`config.mk`:
```
export PLATFORM = sky130hd
export DESIGN_NAME = microbot_nav_ctrl_flat
export DESIGN_NICKNAME = d
export VERILOG_FILES = /design/src/rtl/microbot_pkg.sv /design/src/rtl/microbot_nav_ctrl_if.sv /design/src/rtl/sensor_debounce.sv /design/src/rtl/microbot_nav_ctrl.sv /design/src/flat_wrapper.sv
export SDC_FILE = /design/constraint.sdc
export NUM_CORES = 1
export LEC_CHECK = 0
export CORE_MARGIN = 2
export CORE_UTILIZATION = 56
export CTS_CLUSTER_SIZE = 40
export DETAILED_ROUTE_END_ITERATION = 10
export HOLD_SLACK_MARGIN = 0.15
export PLACE_DENSITY_LB_ADDON = 0.3
export SETUP_SLACK_MARGIN = 0.2
export SYNTH_ARGS = -nofsm -noshare
export SYNTH_HDL_FRONTEND = slang
export SYNTH_SLANG_ARGS = --single-unit
export TNS_END_PERCENT = 30
```
`constraint.sdc`:
```
create_clock -name clk -period 6.14 [get_ports clk]
set_input_delay 1.535 -clock clk [delete_from_list [all_inputs] [get_ports clk]]
set_output_delay 1.535 -clock clk [all_outputs]
set_load 0.05 [all_outputs]
```
`src/rtl/microbot_pkg.sv`:
```
`default_nettype none
// ------------------------------------------------------------------
// microbot_pkg : state codes, motor patterns and bit indices
// Rev 1.0
// ------------------------------------------------------------------
package microbot_pkg;

  typedef enum logic [2:0] {
    ST_IDLE       = 3'd0,
    ST_FORWARD    = 3'd1,
    ST_TURN_RIGHT = 3'd2,
    ST_TURN_LEFT  = 3'd3,
    ST_REVERSE    = 3'd4,
    ST_FAULT      = 3'd5
  } state_t;

  // motors = {A_fwd, A_rev, B_fwd, B_rev}
  localparam int c_a_fwd = 3;
  localparam int c_a_rev = 2;
  localparam int c_b_fwd = 1;
  localparam int c_b_rev = 0;

  // sensors = {front, left, right}
  localparam int c_sns_front = 2;
  localparam int c_sns_left  = 1;
  localparam int c_sns_right = 0;

  localparam logic [3:0] c_pat_stop       = 4'b0000;
  localparam logic [3:0] c_pat_forward    = 4'b1010;
  localparam logic [3:0] c_pat_reverse    = 4'b0101;
  localparam logic [3:0] c_pat_turn_right = 4'b1001;
  localparam logic [3:0] c_pat_turn_left  = 4'b0110;

  function automatic logic [3:0] motor_pattern(input state_t st);
    case (st)
      ST_FORWARD:    return c_pat_forward;
      ST_REVERSE:    return c_pat_reverse;
      ST_TURN_RIGHT: return c_pat_turn_right;
      ST_TURN_LEFT:  return c_pat_turn_left;
      default:       return c_pat_stop;
    endcase
  endfunction

  // Front is blocked: prefer right, then left, else back out.
  function automatic state_t obstacle_decision(input logic left, input logic right);
    if (!right)     return ST_TURN_RIGHT;
    else if (!left) return ST_TURN_LEFT;
    else            return ST_REVERSE;
  endfunction

endpackage
`default_nettype wire

```
`src/rtl/microbot_nav_ctrl_if.sv`:
```
`default_nettype none
// ------------------------------------------------------------------
// microbot_nav_ctrl_if : sensor, speed and motor-driver signal bundle
// Rev 1.0
// ------------------------------------------------------------------
interface microbot_nav_ctrl_if #(
  parameter int PWM_WIDTH = 8
);
  logic                 enable;
  logic [2:0]           sensors;
  logic [PWM_WIDTH-1:0] speed;
  logic [3:0]           motors;
  logic [2:0]           state_o;
  logic                 stuck;

  modport master (output enable, sensors, speed, input motors, state_o, stuck);
  modport slave  (input enable, sensors, speed, output motors, state_o, stuck);
endinterface
`default_nettype wire

```
`src/rtl/sensor_debounce.sv`:
```
`default_nettype none
// ------------------------------------------------------------------
// sensor_debounce : 2-flop synchroniser plus consecutive-sample filter
// Rev 1.0
// ------------------------------------------------------------------
module sensor_debounce #(
  parameter int DEBOUNCE_CYCLES = 4
) (
  input  logic clk,
  input  logic reset,
  input  logic raw,
  output logic filtered
);
  localparam int c_cnt_w = (DEBOUNCE_CYCLES > 1) ? $clog2(DEBOUNCE_CYCLES) : 1;
  localparam logic [c_cnt_w-1:0] c_cnt_last = c_cnt_w'(DEBOUNCE_CYCLES - 1);

  logic               r_sync1;
  logic               r_sync2;
  logic               r_filtered;
  logic [c_cnt_w-1:0] r_cnt;

  // Counter only runs while the synchronised value disagrees with the output.
  always_ff @(posedge clk) begin
    if (reset) begin
      r_sync1    <= 1'b0;
      r_sync2    <= 1'b0;
      r_filtered <= 1'b0;
      r_cnt      <= '0;
    end else begin
      r_sync1 <= raw;
      r_sync2 <= r_sync1;
      if (r_sync2 == r_filtered) begin
        r_cnt <= '0;
      end else if (r_cnt == c_cnt_last) begin
        r_filtered <= r_sync2;
        r_cnt      <= '0;
      end else begin
        r_cnt <= r_cnt + 1'b1;
      end
    end
  end

  assign filtered = r_filtered;

endmodule
`default_nettype wire

```
`src/rtl/microbot_nav_ctrl.sv`:
```
`default_nettype none
// ------------------------------------------------------------------
// microbot_nav_ctrl : obstacle-avoidance FSM with PWM and dead time
// Rev 1.0
// ------------------------------------------------------------------
module microbot_nav_ctrl
  import microbot_pkg::*;
#(
  parameter int DEBOUNCE_CYCLES = 4,
  parameter int TURN_CYCLES     = 16,
  parameter int MAX_TURNS       = 4,
  parameter int REVERSE_CYCLES  = 32,
  parameter int STALL_LIMIT     = 3,
  parameter int DEAD_CYCLES     = 2,
  parameter int PWM_WIDTH       = 8
) (
  input  logic                clk,
  input  logic                reset,
  microbot_nav_ctrl_if.slave  bus
);
  localparam int c_timer_max = (TURN_CYCLES > REVERSE_CYCLES) ? TURN_CYCLES : REVERSE_CYCLES;
  localparam int c_timer_w   = (c_timer_max > 1) ? $clog2(c_timer_max) : 1;
  localparam int c_turn_w    = $clog2(MAX_TURNS + 1);
  localparam int c_rev_w     = $clog2(STALL_LIMIT + 1);
  localparam int c_dead_w    = (DEAD_CYCLES > 0) ? $clog2(DEAD_CYCLES + 1) : 1;

  localparam logic [c_timer_w-1:0] c_turn_last   = c_timer_w'(TURN_CYCLES - 1);
  localparam logic [c_timer_w-1:0] c_rev_last    = c_timer_w'(REVERSE_CYCLES - 1);
  localparam logic [c_turn_w-1:0]  c_turn_limit  = c_turn_w'(MAX_TURNS);
  localparam logic [c_rev_w-1:0]   c_stall_limit = c_rev_w'(STALL_LIMIT);
  localparam logic [c_dead_w-1:0]  c_dead_load   = c_dead_w'(DEAD_CYCLES);

  state_t                r_state;
  state_t                w_next;
  logic [c_timer_w-1:0]  r_timer;
  logic [c_turn_w-1:0]   r_turn_cnt;
  logic [c_turn_w-1:0]   w_turn_cnt_inc;
  logic [c_rev_w-1:0]    r_rev_cnt;
  logic [c_dead_w-1:0]   r_dead;
  logic [PWM_WIDTH-1:0]  r_pwm_cnt;
  logic [3:0]            r_motors;
  logic [2:0]            w_filt;
  logic                  w_front, w_left, w_right;
  logic                  w_in_turn, w_turn_done, w_rev_done;
  logic                  w_state_change, w_pwm_on;

  generate
    for (genvar i = 0; i < 3; i++) begin : g_debounce
      sensor_debounce #(.DEBOUNCE_CYCLES(DEBOUNCE_CYCLES)) u_debounce (
        .clk      (clk),
        .reset    (reset),
        .raw      (bus.sensors[i]),
        .filtered (w_filt[i])
      );
    end
  endgenerate

  assign w_front        = w_filt[c_sns_front];
  assign w_left         = w_filt[c_sns_left];
  assign w_right        = w_filt[c_sns_right];
  assign w_in_turn      = (r_state == ST_TURN_RIGHT) || (r_state == ST_TURN_LEFT);
  assign w_turn_done    = (r_timer == c_turn_last);
  assign w_rev_done     = (r_timer == c_rev_last);
  assign w_turn_cnt_inc = r_turn_cnt + 1'b1;
  assign w_state_change = (w_next != r_state);
  assign w_pwm_on       = (r_pwm_cnt < bus.speed);

  always_ff @(posedge clk) begin
    if (reset) r_state <= ST_IDLE;
    else       r_state <= w_next;
  end

  always_comb begin
    w_next = r_state;
    if (!bus.enable) begin
      w_next = ST_IDLE;
    end else begin
      case (r_state)
        ST_IDLE:    w_next = w_front ? obstacle_decision(w_left, w_right) : ST_FORWARD;
        ST_FORWARD: if (w_front) w_next = obstacle_decision(w_left, w_right);
        ST_TURN_RIGHT, ST_TURN_LEFT: begin
          if (w_turn_done) begin
            if (!w_front)                        w_next = ST_FORWARD;
            else if (w_turn_cnt_inc == c_turn_limit) w_next = ST_REVERSE;
          end
        end
        // Stall check uses the count already bumped on entry.
        ST_REVERSE: begin
          if (r_rev_cnt == c_stall_limit) w_next = ST_FAULT;
          else if (w_rev_done)            w_next = (w_right && !w_left) ? ST_TURN_LEFT : ST_TURN_RIGHT;
        end
        ST_FAULT:   w_next = ST_FAULT;
        default:    w_next = ST_IDLE;
      endcase
    end
  end

  always_ff @(posedge clk) begin
    if (reset || !bus.enable) begin
      r_timer    <= '0;
      r_turn_cnt <= '0;
      r_rev_cnt  <= '0;
    end else begin
      if (w_state_change || (w_in_turn && w_turn_done) || ((r_state == ST_REVERSE) && w_rev_done))
        r_timer <= '0;
      else if (w_in_turn || (r_state == ST_REVERSE))
        r_timer <= r_timer + 1'b1;

      if (w_state_change)               r_turn_cnt <= '0;
      else if (w_in_turn && w_turn_done) r_turn_cnt <= w_turn_cnt_inc;

      if (w_state_change && (w_next == ST_FORWARD))      r_rev_cnt <= '0;
      else if (w_state_change && (w_next == ST_REVERSE)) r_rev_cnt <= r_rev_cnt + 1'b1;
    end
  end

  // Motor outputs follow the registered state one cycle later, blanked by dead time.
  always_ff @(posedge clk) begin
    if (reset) begin
      r_pwm_cnt <= '0;
      r_dead    <= '0;
      r_motors  <= c_pat_stop;
    end else begin
      r_pwm_cnt <= r_pwm_cnt + 1'b1;
      if (w_state_change)  r_dead <= c_dead_load;
      else if (r_dead != '0) r_dead <= r_dead - 1'b1;
      r_motors <= ((r_dead == '0) && w_pwm_on) ? motor_pattern(r_state) : c_pat_stop;
    end
  end

  assign bus.motors  = r_motors;
  assign bus.state_o = r_state;
  assign bus.stuck   = (r_state == ST_FAULT);

endmodule
`default_nettype wire

```
`src/flat_wrapper.sv`:
```
// flat-port wrapper written by rule: the top's interface ports become plain ports
module microbot_nav_ctrl_flat import microbot_pkg::*;
#(
  parameter int DEBOUNCE_CYCLES = 4,
  parameter int TURN_CYCLES     = 16,
  parameter int MAX_TURNS       = 4,
  parameter int REVERSE_CYCLES  = 32,
  parameter int STALL_LIMIT     = 3,
  parameter int DEAD_CYCLES     = 2,
  parameter int PWM_WIDTH       = 8
)
  (clk, reset, bus_enable, bus_sensors, bus_speed, bus_motors, bus_state_o, bus_stuck);
  microbot_nav_ctrl_if #(.PWM_WIDTH(PWM_WIDTH)) bus_i ();
  input  logic clk;
  input  logic reset;
  input wire logic [$bits(bus_i.enable)-1:0] bus_enable;
  input wire logic [$bits(bus_i.sensors)-1:0] bus_sensors;
  input wire logic [$bits(bus_i.speed)-1:0] bus_speed;
  output wire logic [$bits(bus_i.motors)-1:0] bus_motors;
  output wire logic [$bits(bus_i.state_o)-1:0] bus_state_o;
  output wire logic [$bits(bus_i.stuck)-1:0] bus_stuck;
  assign bus_i.enable = bus_enable;
  assign bus_i.sensors = bus_sensors;
  assign bus_i.speed = bus_speed;
  assign bus_motors = bus_i.motors;
  assign bus_state_o = bus_i.state_o;
  assign bus_stuck = bus_i.stuck;
  microbot_nav_ctrl #(.DEBOUNCE_CYCLES(DEBOUNCE_CYCLES), .TURN_CYCLES(TURN_CYCLES), .MAX_TURNS(MAX_TURNS), .REVERSE_CYCLES(REVERSE_CYCLES), .STALL_LIMIT(STALL_LIMIT), .DEAD_CYCLES(DEAD_CYCLES), .PWM_WIDTH(PWM_WIDTH)) u_core (.clk(clk), .reset(reset), .bus(bus_i));
endmodule
```
---- Yosys cells after proc, flatten, opt, wreduce, memory -nomap -nowiden ----
Cells that the tools add are included.
operators by class
  add/subtract/negate cells ............... 8
  multiply operators ...................... 0
  div/mod/pow operators ................... 0
  magnitude comparators ................... 1
  equality and inequality tests ........... 18
  shifts and indexed selects .............. 0
  muxes and demuxes ....................... 15
  bitwise logic cells ..................... 4
  reductions and logical operators ........ 29
operators with widths
  operator                                                          count
  3-bit 2-to-1 mux                                                  10
  4-bit one-hot mux with 4 select lines                             1
  3-bit one-hot mux with 5 select lines                             1
  3-bit == test (second input constant)                             4
  2-bit OR reduction                                                6
  3-bit OR reduction                                                3
  2-bit by 1-bit adder with 2-bit output (second input constant)    4
  8-bit by 1-bit adder with 8-bit output (second input constant)    1
  2-bit == test (second input constant)                             4
  8-bit < comparator                                                1
  3-bit by 1-bit == test with 1-bit output (second input constant)  2
  3-bit by 2-bit == test with 1-bit output (second input constant)  2
  1-bit logical AND                                                 6
  2-bit AND reduction                                               3
  5-bit by 1-bit adder with 5-bit output (second input constant)    1
  5-bit by 4-bit == test with 1-bit output (second input constant)  1
  5-bit == test (second input constant)                             1
  1-bit logical OR                                                  5
  2-bit 2-to-1 mux                                                  2
  1-bit inverter                                                    4
  2-bit nonzero test                                                2
  3-bit by 1-bit adder with 3-bit output (second input constant)    1
  1-bit == test                                                     3
  3-bit zero test                                                   1
  other kinds (5)                                                   6
word-level totals
  flip-flop bits (word level) ............. 42
  bits in latches ......................... 0
  bits in writable memories ............... 0
  ROM bits ................................ 0
  output and inout bits ................... 8
  logic and storage cells ................. 95
  memories ................................ 0

---- Longest topological paths before layout ----
Gate-level depths: netlist of run 1.
  depth in word-level cells ............... 11
  gate-level depth with buffers ........... 8

---- Cells and area by module ----
Synthesis of run 1 repeated with hierarchy kept, for this count alone.
second synthesis, totals
  cell total of the unflattened synthesis .. 221
  area, all modules ....................... 2080.7 µm²
by module, submodules not included
  module             times used  cells each  area each (µm²)
  microbot_nav_ctrl  1           182         1574.0
  sensor_debounce    3           13          168.9

---- Worst setup path before layout of run 1 ----
No wires, ideal clock.
  kind .................................... reg-to-output
  from .................................... reg u_core.r_state[2] (netlist: u_core.bus.state_o[2])
  to ...................................... out bus_stuck
  arrival ................................. 1.384 ns
  data required time ...................... 4.605 ns
  setup slack ............................. 3.221 ns
  stages on the path, launching flop included .. 3
  path through ............................ dfxtp_1 and2b_2 and2_1
between the ends
  word-level cells in the longest chain between the ends .. 1
RTL lines
  what                      line                      source
  start: declaration        microbot_nav_ctrl.sv:33   state_t r_state;
  start signal: assignment  microbot_nav_ctrl.sv:70   else r_state <= w_next;
  3-bit == test             microbot_nav_ctrl.sv:133  assign bus.stuck = (r_state == ST_FAULT);
  end: declaration          flat_wrapper.sv:21        output wire logic [$bits(bus_i.stuck)-1:0] bus_stuck;
Every way passes these cells.

---- Final worst setup path of run 1 ----
Ends and elaborated chain as after synthesis.

==> impl_metrics.yaml, run 1 <==
clock_network:
  ctsLongestPathBuffers: 2
  clkTransAtPathRegs_ps: 80
  clk_latency_ps: 290
  cts_buffers: 5
  htree_levels: 2
  ctsResizeCount: 0
  hold_buffers: 0
  cts-root-buf: "clkbuf_8"
  cts_tree: "yes"
  numClockSinks: 42
  post_cts_buffers: 0
grt:
  grt_pass1_wl_um: 6220
  grt-ovfl-total: 0
  grt_use_total_pct: 18.9
  antenna_found_initial: 0
  grt_pass1_vias: 1446
  grt_max_degree: 24
sta:
  rsz0062_at_grt: "no"
  timing.final.max_slew_violations: 0
  clock_skew_ps: 2.24
  tightest_slew_ps: 792
  max_freq_ghz: 0.269
  holdWs_ps: 422
  hold_viol: 0
  post-route-min-period_ps: 3710
  setup-violations-final: 0
  timing.final.crit_share_pct: 60.4
  relSlewSlack_pct: 47.0
  setup_tns_ps: 0
routing:
  first_pass_iters: 4
  viasPerCell: 5.38
  vias: 1593
  drc_errors: 0
  wl_per_cell_um: 12.3
  wl_um: 3650
  drt_iter0_markers: 66
  postRouteAntennaNets: 0
finish:
  fillers: 299
  nNetsFinal: 278
  fin_util_pct: 67.9
  multi_input_area_mm2: 0.00118
  layout.area.seq_um2: 841
  area_delta_synth_final_pct: 17.5
  layout-drive-gt1-share_pct: 7.26
  finalNonFillerCells: 296
  layout_commonest_cell: "dfxtp_1"
  layout_common_cells: "dfxtp_1 (42), nor2_1 (33), clkdlybuf4s50_1 (21)"
  antenna_cells: 0
synth:
  yosysSeqAreaShare_pct: 39.7
  postSynthAreaPerCell_um2: 9.45
  postSynth.asyncResetShare_pct: 0
  synthCells: 224
  yosysUniqueCellTypes: 48
  synth_fp_nets: 255
  synth-main-ff-cell: "dfxtp_1"
  yosys_register_bits: 42
  synth_edf_count: 0
  synthesis.area_mm2: 0.00212
  ys_warn_count: 0
power:
  p_switching_mw: 0.121
  p_seq_share_pct: 48.6
  p_leak_nw: 1.02
  p_int_mw: 0.460
  finalPower_mw: 0.581
  power.share.clock_pct: 44.8
  switching_share_pct: 20.8
  power.density_mw_per_mm2: 233
  power_frac_comb_pct: 6.6
  peakVddDrop_mv: 0.140
worst_setup_path:
  crit_chain: "and2b_2, and2_1, clkdlybuf4s50_1"
  crit_required_ps: 4610
  crit_path_top_delay_cell: "clkdlybuf4s50_1"
  cp-end-kind: "output pin"
  slowest_delay_ps: 800
  critPathKind: "reg -> out"
  startpoint_type: "register"
  cp_max_fo: 15
  cp_top_family: "buffers and inverters"
  critPathBufInv: 1
  arrival_ps: 2180
place:
  dpl.hpwl_um: 2650
  portBuffers: 21
  dp.cells: 288
  gp_congestion: 0.880
die:
  num_rows: 22
  dieArea_mm2: 0.00429
  die_y_um: 65.5
  initial_core_util_pct: 57.8
  io_pins: 22
  die_w_um: 65.5
  core-area_mm2: 0.00366
hold_path:
  hold_class: "reg -> reg"
run:
  cap_violations: 0
outcome:
  outcome: "completed"
[power by group through the flow]
stage                     sequential (mW)  clock, mW  combinational [mW]
after floorplan                     0.290          0              0.0223
final                               0.282      0.260              0.0382
after global routing                0.283      0.274              0.0432
after global placement              0.289          0              0.0378
after detailed placement            0.289          0              0.0384
after CTS                           0.283      0.265              0.0388
[path summary, 6_finish.rpt]
check / start / cells after the start / slack, ps / end
setup reg to reg: u_core.r_timer[0]$_SDFFE_PP0P_ / 8 / 3790 / u_core.r_timer[0]$_SDFFE_PP0P_
setup / recovery: u_core.bus.state_o[2]$_SDFF_PP0_ / 3 / 2430 / bus_stuck
hold / removal: u_core.g_debounce[2].u_debounce.r_cnt[0]$_SDFF_PP0_ / 1 / 420 / u_core.g_debounce[2].u_debounce.r_cnt[0]$_SDFF_PP0_
hold reg to reg: u_core.g_debounce[2].u_debounce.r_cnt[0]$_SDFF_PP0_ / 1 / 420 / u_core.g_debounce[2].u_debounce.r_cnt[0]$_SDFF_PP0_
[cell type report]
type                       instances  share of cell area [%]
tap                               48                    2.41
multi-input combinational        161                    47.4
clock buffer                       5                    2.77
inverter                          16                    2.41
timing repair buffer              21                    8.45
sequential                        42                    33.8
clock inverter                     3                    2.77
[layer usage]
layer	up-vias	routed length (um)	GRT usage, %
met1	728	1760	23.6
met3	8	137	5.14
li1	820	-	-
met4	0	75	8.59
met2	37	1680	30.4
met5	-	0	0
[sequential cells by signal, summed over array words and instances (netlist names)]
name / cells
u_core.r_pwm_cnt: 8
u_core.g_debounce.u_debounce.r_cnt: 6
u_core.r_timer: 5
u_core.bus.motors: 4
u_core.bus.state_o: 3
u_core.g_debounce.u_debounce.filtered: 3
u_core.g_debounce.u_debounce.r_sync1: 3
u_core.g_debounce.u_debounce.r_sync2: 3
u_core.r_turn_cnt: 3
u_core.r_dead: 2
u_core.r_rev_cnt: 2
[synthesized netlist by cell type (3+ instances only)]
master / number / area (um^2)
o21ai_0: 4 / 20.0
nor4_1: 5 / 31.3
and3_1: 4 / 25.0
ha_1: 17 / 213
and2_1: 3 / 18.8
nor2_1: 33 / 124
xnor2_1: 7 / 61.3
a21oi_1: 4 / 20.0
nor2b_1: 8 / 50.1
dfxtp_1: 42 / 841
nand2b_1: 3 / 18.8
nand3_1: 6 / 30.0
xor2_1: 8 / 70.1
nand2_1: 5 / 18.8
mux2i_1: 6 / 60.1
nor3b_1: 3 / 22.5
o21ai_1: 3 / 15.0
a211oi_1: 4 / 30.0
a221oi_1: 3 / 26.3
or3_1: 3 / 18.8
inv_1: 16 / 60.1
a21o_1: 3 / 22.5
nor3_1: 4 / 20.0
[cells by family after synthesis]
kind of cell    synth area share [%]
simple gates                    22.8
flops                           39.7
compound gates                  12.5
buf+inv                         4.61
fa+ha+maj                       10.0
xor+xnor                        7.51
mux                             2.84
[worst register-to-register path: stages (launching register included)]
cell,delay [ps]
dfxtp_1,340
ha_1,210
and3_1,200
ha_1,280
and3_1,240
a22o_1,220
a221oi_4,270
nand3_4,170
nor4_1,320
[stage by stage]
| stage | setup WS (ps) | instance area (um^2) |
|---|---|---|
| after CTS | 2440 | 2490 |
| after detailed placement | 2680 | 2350 |
| after global routing | 2320 | 2490 |
| final | 2430 | 2490 |
| after global placement | 2790 | 2350 |
| after floorplan | 3220 | 2120 |
Note: power is estimated with default switching activity, not from simulation.
==> run 2: changes to the inputs <==
CORE_UTILIZATION = 50   (was 56)
clock period = 3.4 ns   (was 6.14 ns; I/O delays follow)
==> run 2 against run 1 <==
Die area rose by 11%. Core utilization fell by 6.4 points. Wire length rose by 1.4%. First-iteration DRC count fell by 53%. Non-clock buffer count rose by 2. Design area fell by 0.30%. Count of clock-buffer cells in the layout rose by 1. Worst setup slack got worse by 2000 ps. Final cell count rose by 1.0%. Register-to-register slack got worse by 2700 ps. Clock power rose by 53%. Flip-flop and latch count did not move. Largest cell class unchanged. Largest power group unchanged.
==> impl_metrics.yaml, run 2 (synthesis gave the netlist of run 1 again) <==
sta:
  timing.final.max_slew_violations: 0
  clock_skew_ps: 1.97
  setup_tns_ps: 0
  rsz0062_at_grt: "no"
  tightest_slew_ps: 578
  relSlewSlack_pct: 61.4
  post-route-min-period_ps: 2930
  setup-violations-final: 0
  max_freq_ghz: 0.341
  hold_viol: 0
  holdWs_ps: 424
  timing.final.crit_share_pct: 86.2
die:
  num_rows: 23
  core-area_mm2: 0.00403
  die_w_um: 69.1
  io_pins: 22
  initial_core_util_pct: 52.5
  dieArea_mm2: 0.00477
  die_y_um: 69.1
place:
  gp_congestion: 0.929
  portBuffers: 21
  dpl.hpwl_um: 2760
clock_network:
  hold_buffers: 0
  post_cts_buffers: 0
  ctsLongestPathBuffers: 2
  numClockSinks: 42
  htree_levels: 2
  cts-root-buf: "clkbuf_8"
  ctsResizeCount: 0
  clkTransAtPathRegs_ps: 70
  cts_tree: "yes"
  cts_buffers: 5
  clk_latency_ps: 290
power:
  peakVddDrop_mv: 0.256
  p_seq_share_pct: 52.2
  finalPower_mw: 0.978
  power.share.clock_pct: 40.6
  p_leak_nw: 1.02
  p_switching_mw: 0.206
  power.density_mw_per_mm2: 394
  p_int_mw: 0.772
  switching_share_pct: 21.0
  power_frac_comb_pct: 7.2
grt:
  grt_pass1_vias: 1525
  grt-ovfl-total: 0
  grt_pass1_wl_um: 6520
  grt_use_total_pct: 16.6
  antenna_found_initial: 0
  grt_max_degree: 20
worst_setup_path:
  cp_max_fo: 14
  startpoint_type: "register"
  critPathKind: "reg -> out"
  arrival_ps: 2080
  crit_required_ps: 2550
  cp-end-kind: "output pin"
outcome:
  outcome: "completed"
finish:
  multi_input_area_mm2: 0.00118
  antenna_cells: 0
  nNetsFinal: 280
  reg_top3: "u_core.r_pwm_cnt: 8 flops, u_core.g_debounce.u_debounce.r_cnt: 6 flops, u_core.r_timer: 5 flops"
  fillers: 364
  top_register: "u_core.r_pwm_cnt"
  layout_commonest_cell: "dfxtp_1"
  layout.area.seq_um2: 841
  largest_register_ffs: 8
  layout_common_cells: "dfxtp_1 (42), nor2_1 (33), clkdlybuf4s50_1 (21)"
  layout-drive-gt1-share_pct: 7.63
  fin_util_pct: 61.6
  area_delta_synth_final_pct: 17.1
routing:
  viasPerCell: 5.26
  wl_um: 3700
  drc_errors: 0
  first_pass_iters: 4
  vias: 1573
  wl_per_cell_um: 12.4
  postRouteAntennaNets: 0
  drt_iter0_markers: 31
hold_path:
  hold_class: "reg -> reg"
run:
  cap_violations: 0
-- run 2: cell count changes in the layout (fill, tap and decap cells not counted), sizes merged --
cell | before | now
bufinv | 2 | 1
clkinv | 1 | 0
buf | 0 | 2
clkbuf | 5 | 6
-- run 2: worst paths after layout --
path	from	to	slack (ps)	cells after the start
worst max-delay path	u_core.bus.state_o[1]$_SDFF_PP0_	bus_stuck	470	3
worst min-delay path	u_core.g_debounce[0].u_debounce.r_cnt[0]$_SDFF_PP0_	u_core.g_debounce[0].u_debounce.r_cnt[0]$_SDFF_PP0_	420	1
worst max register to register	u_core.r_timer[0]$_SDFFE_PP0P_	u_core.r_rev_cnt[1]$_SDFFE_PP0P_	1100	8
worst min register to register	u_core.g_debounce[0].u_debounce.r_cnt[0]$_SDFF_PP0_	u_core.g_debounce[0].u_debounce.r_cnt[0]$_SDFF_PP0_	420	1
-- run 2: layer usage --
layer,GRT usage (%),wire length (um),vias to the layer above
li1,-,-,828
met1,21.4,1820,713
met2,26.6,1680,26
met3,4.68,140,6
met4,5.66,64,0
met5,0,0,-
-- run 2: per-stage QoR --
stage               cell area (um^2)  cells  setup WS, ps
floorplan                       2120    224          1170
global placement                2370    292           763
detailed placement              2370    292           688
CTS                             2480    299           466
global route                    2480    299           405
finish                          2480    299           468
-- run 2: area by class of cell --
cell class                      count  share of cell area, %
Timing Repair Buffer               23                   9.08
Clock buffer                        6                   3.33
Tap cell                           50                   2.52
Sequential cell                    42                   33.9
Multi-Input combinational cell    161                   47.5
Inverter                           16                   2.42
Clock inverter                      1                   1.21
-- run 2: worst max-delay path, stage by stage, from the launching register on --
cell and delay, ps:
dfxtp_1 610, and2b_2 320, and2_1 160, clkdlybuf4s50_1 690
-- run 2: power groups by stage --
stage	clock network, mW	logic [mW]	registers, mW
after floorplan	0	0.0402	0.524
after global placement	0	0.0695	0.522
after detailed placement	0	0.0705	0.522
after CTS	0.406	0.0712	0.511
after global routing	0.427	0.0788	0.512
final	0.397	0.0703	0.511
